<file path="config.mk">
export PLATFORM = sky130hd
export DESIGN_NAME = mem_stage
export DESIGN_NICKNAME = d
export VERILOG_FILES = /design/src/rtl/mem_stage.sv
export SDC_FILE = /design/constraint.sdc
export NUM_CORES = 1
export LEC_CHECK = 0
export BUFFER_PORTS_ARGS = -buffer_cell sky130_fd_sc_hd__buf_2
export CAP_MARGIN = 20
export CORE_MARGIN = 3
export CORE_UTILIZATION = 47
export DETAILED_ROUTE_END_ITERATION = 8
export HOLD_SLACK_MARGIN = 0.02
export PLACE_DENSITY = 0.8
export SLEW_MARGIN = 0
export SYNTH_ARGS = -nofsm -noshare
export SYNTH_HDL_FRONTEND = slang
export SYNTH_SLANG_ARGS = --single-unit
export TNS_END_PERCENT = 1
</file>
<file path="constraint.sdc">
create_clock -name clk -period 2.3 [get_ports clk]
set_input_delay 0.115 -clock clk [delete_from_list [all_inputs] [get_ports clk]]
set_output_delay 0.115 -clock clk [all_outputs]
set_load 0.01 [all_outputs]
</file>
<file path="src/rtl/mem_stage.sv">
// Memory-access pipeline stage: registers the execute payload, extracts load data, picks the writeback value.
// Optional MEM_HOLD_RDATA_EN: holds the SRAM read word across writeback stalls.
module mem_stage (
  input  logic         clk,
  input  logic         resetn,
  output logic         mem_allowin,
  input  logic         ex_to_mem_valid,
  input  logic [109:0] ex_to_mem_bus,
  input  logic         wb_allowin,
  output logic         mem_to_wb_valid,
  output logic [69:0]  mem_to_wb_bus,
  input  logic [31:0]  data_sram_rdata,
  input  logic [63:0]  mul_result,
  output logic [37:0]  mem_rf_zip
);

  // Handshake: a payload moves on an edge where the sender's valid and the receiver's allowin are both 1.
  // This stage never stalls internally, so it can accept whenever it is empty or writeback drains it.
  logic         mem_valid;
  logic [109:0] payload;

  assign mem_allowin     = ~mem_valid | wb_allowin;
  assign mem_to_wb_valid = mem_valid;

  always_ff @(posedge clk) begin
    if (!resetn) begin
      mem_valid <= 1'b0;
    end else if (mem_allowin) begin
      mem_valid <= ex_to_mem_valid;
    end
  end

  always_ff @(posedge clk) begin
    if (!resetn) begin
      payload <= '0;
    end else if (ex_to_mem_valid && mem_allowin) begin
      payload <= ex_to_mem_bus;
    end
  end

  logic        rf_we;
  logic [4:0]  rf_waddr;
  logic [31:0] pc;
  logic [31:0] alu_result;
  logic        ld_b, ld_bu, ld_h, ld_hu, ld_w;
  logic        res_from_mul, mul_h, res_from_div;
  logic [31:0] div_result;

  assign {rf_we, rf_waddr, pc, alu_result, ld_b, ld_bu, ld_h, ld_hu, ld_w,
          res_from_mul, mul_h, res_from_div, div_result} = payload;

  logic [31:0] rdata_eff;

`ifdef MEM_HOLD_RDATA_EN
  logic [31:0] hold;
  logic        hold_valid;

  // Capture the word seen on the first stalled cycle; released once writeback accepts.
  always_ff @(posedge clk) begin
    if (!resetn) begin
      hold       <= '0;
      hold_valid <= 1'b0;
    end else if (wb_allowin) begin
      hold_valid <= 1'b0;
    end else if (mem_valid && !hold_valid) begin
      hold       <= data_sram_rdata;
      hold_valid <= 1'b1;
    end
  end

  assign rdata_eff = hold_valid ? hold : data_sram_rdata;
`else
  assign rdata_eff = data_sram_rdata;
`endif

  logic [1:0]  off;
  logic [7:0]  byte_sel;
  logic [15:0] half_sel;
  logic [31:0] load_value;
  logic        ld_any;
  logic [31:0] final_result;

  assign off    = alu_result[1:0];
  assign ld_any = ld_b | ld_bu | ld_h | ld_hu | ld_w;

  always_comb begin
    byte_sel = rdata_eff[7:0];
    case (off)
      2'd0: byte_sel = rdata_eff[7:0];
      2'd1: byte_sel = rdata_eff[15:8];
      2'd2: byte_sel = rdata_eff[23:16];
      2'd3: byte_sel = rdata_eff[31:24];
      default: byte_sel = rdata_eff[7:0];
    endcase
  end

  // Halfword picks by off[1] only; misaligned halves are not trapped here.
  assign half_sel = off[1] ? rdata_eff[31:16] : rdata_eff[15:0];

  always_comb begin
    load_value = rdata_eff;
    if (ld_b) begin
      load_value = {{24{byte_sel[7]}}, byte_sel};
    end else if (ld_bu) begin
      load_value = {24'd0, byte_sel};
    end else if (ld_h) begin
      load_value = {{16{half_sel[15]}}, half_sel};
    end else if (ld_hu) begin
      load_value = {16'd0, half_sel};
    end
  end

  always_comb begin
    final_result = alu_result;
    if (ld_any) begin
      final_result = load_value;
    end else if (res_from_mul) begin
      final_result = mul_h ? mul_result[63:32] : mul_result[31:0];
    end else if (res_from_div) begin
      final_result = div_result;
    end
  end

  // Writeback applies its own valid to rf_we; decode's forwarding view needs it gated here.
  assign mem_to_wb_bus = {rf_we, rf_waddr, pc, final_result};
  assign mem_rf_zip    = {rf_we & mem_valid, rf_waddr, final_result};

endmodule
</file>
==> flow_summary.yaml <==
route:
  dr_total_vias: 6870
  drc: 0
  dr.pass1.iters: 5
  via_per_inst: 5.34
  drtIter0Drc: 589
  drtAntennaViolNets: 0
  routed_wl_um: 23200
  routedWlPerCell_um: 18.0
global_routing:
  use_met1_pct: 34.1
  grt_start_max_net_pins: 47
  antenna_found_initial: 4
  grt_pass1_wl_um: 33700
  grt_overflow: 0
  use_met3_pct: 7.08
  busiest_layer: "met2"
  grt_pass1_vias: 6567
  grtUsageTotal_pct: 28.6
  grt_use_met2_pct: 48.9
sta:
  fmax_mhz: 444
  fin_crit_sh_pct: 97.9
  fin_setup_tns_ns: 0
  relSlewSlack_pct: 58.2
  fin_ws_ns: 0.0493
  skew_ns: 0.00564
  setup_viol: 0
  min_period_ns: 2.25
  worstMarginPinSlew_ns: 0.627
  grt_setup_unrepaired: "yes"
  drv_slew: 0
  hold_viol_final: 0
power:
  pwr-share-comb_pct: 31.1
  p_per_area_nw_per_um2: 597
  swShare_pct: 32.7
  ir_drop_uv: 460
  p_seq_share_pct: 40.4
  power_mw: 5.26
  p_int_mw: 3.54
  p_leak_nw: 3.98
  p_clk_share_pct: 28.5
  netSwitchingPower_mw: 1.72
synth:
  ys_seq_area_share_pct: 34.1
  async_reset_ff_share_pct: 0
  yosys-top-cells-count: "nand2_1 (256), a21boi_0 (111), dfxtp_1 (111)"
  synth_edf_count: 0
  yosys.area.top_type_share_pct: 34.1
  syn-instance-count: 816
  ys.flop_type: "dfxtp_1"
  synth.avg_cell_area_um2: 7.98
  ys_seq_elements: 111
  yosysMostFrequentCell: "nand2_1"
  syn-num-nets: 1026
  synth_top_area_cell: "dfxtp_1"
  synth_area_leaders: "dfxtp_1 (34%), nand2_1 (15%), a21boi_0 (13%), buf_4 (8.9%), mux2i_1 (5.4%)"
  synth.distinct_cells: 35
  syn_area_um2: 6510
  yosys_warnings: 0
cts:
  cts_tree: "yes"
  clk_pin_slew_ns: 0.08
  clockBufferDepth: 2
  insertion_delay_ns: 0.35
  htree_levels: 3
  root_buffer: "clkbuf_16"
  cts_sinks: 111
  cts_inserted_buffers: 9
critical_path:
  cp-start-kind: "flop"
  slowest_delay_ns: 0.52
  critPathSlowestCell: "dfxtp_1"
  worst-path-buf-inv: 2
  crit_type: "flop to primary output"
  crit_path_cell_trace: "nor3_2, buf_4, nor2_2, nand2_1, a41oi_1, buf_2"
  crit_family: "flip-flops"
  crit_required_ns: 2.18
  critPathArrivalTime_ns: 2.14
  path_max_fanout: 14
  cp-end-kind: "primary output"
die:
  num_rows: 42
  fp.dieW_um: 124
  core_area_um2: 13400
  die_y_um: 124
  ioPinCount: 320
  start_util_pct: 48.6
  die_area_um2: 15300
finish:
  area_growth_pct: 35.3
  layout.cells.non_filler: 1286
  final_core_util_pct: 65.8
  drive_above_1_share_pct: 34.8
  nNetsFinal: 1312
placed_design:
  gp_congestion: 0.931
  dp_hpwl_um: 16700
  placed_cells: 1191
  place_ws_ns: 0.332
  port_buffers: 319
run:
  drv_cap: 0
run_status:
  status: "finished, final reports clean"
hold_path:
  hp-class: "primary input to flop"
==> kinds of logic (layout without fill, tap and decap cells) <==
family	Yosys count	count (layout)	share of synthesized area, %
simple gates	299	299	18.9
flops	111	111	34.1
buf+inv	139	430	13.1
mux	51	51	9.53
compound gates	216	216	24.4
other cells	0	3	0
==> per-layer routing <==
layer,share of wire (%),vias to the layer above
li1,-,3286
met1,38,3133
met2,48,387
met3,9.4,60
met4,3.8,4
met5,0.099,-
==> path summary, 6_finish.rpt <==
kind                            cells past startpoint             to               from  slack (ns)
worst max-delay path                                6  mem_rf_zip[7]        payload[37]        0.05
worst min-delay path                                3    payload[67]  ex_to_mem_bus[67]        0.02
worst max register to register                      5    payload[70]    mem_to_wb_valid        0.62
worst min register to register                      2    payload[52]        payload[52]        0.46
==> cell usage in the layout, fill, tap and decap left out, types with 4 or more instances in the layout <==
master and n:
nand2_1 254, buf_4 7, a22oi_1 7, a2bb2oi_1 18, clkbuf_16 9, a21boi_0 111, nor2_1 10, o211ai_1 8
a211oi_1 20, nor2b_1 23, clkinv_4 4, a21oi_1 28, buf_2 319, mux4_2 8, a311oi_1 4, dfxtp_1 107
dlygate4sd3_1 76, buf_12 8, mux2_2 8, mux2i_1 35, a31oi_1 7
==> tightest hold or removal path, delay by kind of cell <==
kind | cells | cell delay (ns)
AO/OA/AOI/OAI | 1 | 0.07
AND/OR/NAND/NOR | 1 | 0.04
buffers and inverters | 1 | 0.09
==> flip-flops by register name, indices dropped and copies added (netlist names) <==
signal and count:
payload 110, mem_to_wb_valid 1
==> area by class of cell <==
| cell class | instances | area, um^2 |
|---|---|---|
| clock inverter | 7 | 58.8 |
| antenna | 3 | 7.51 |
| inverter | 1 | 3.75 |
| tap | 176 | 220 |
| timing repair buffer | 413 | 2600 |
| fill | 1110 | 4590 |
| sequential | 111 | 2230 |
| multi-input combinational | 566 | 3460 |
| clock buffer | 9 | 225 |
==> power groups by stage <==
stage | Clock (mW) | Sequential, mW | Combinational [mW]
CTS | 1.52 | 2.12 | 1.60
floorplan | 0 | 2.13 | 1.05
global placement | 0 | 2.16 | 1.48
finish | 1.50 | 2.12 | 1.63
detailed placement | 0 | 2.17 | 1.49
global route | 1.60 | 2.14 | 1.78
==> through the flow <==
step / area [um^2] / hold WS [ns]
after detailed placement: 7730 / 0.372
after CTS: 8780 / 0.0211
after floorplan: 6510 / 0.254
after global routing: 8810 / 0.0207
after global placement: 7730 / 0.364
final: 8810 / 0.0249
==> what timing repair did <==
item | in CTS | in global routing
setup buffers | 0 | 0
endpoints found under the hold margin | 76 | 0
hold buffers | 76 | 0
gates resized for setup | 2 | 8
setup endpoints to repair | 8 | 33
gates cloned | 0 | 0
Power figures use the tool's default switching activity.
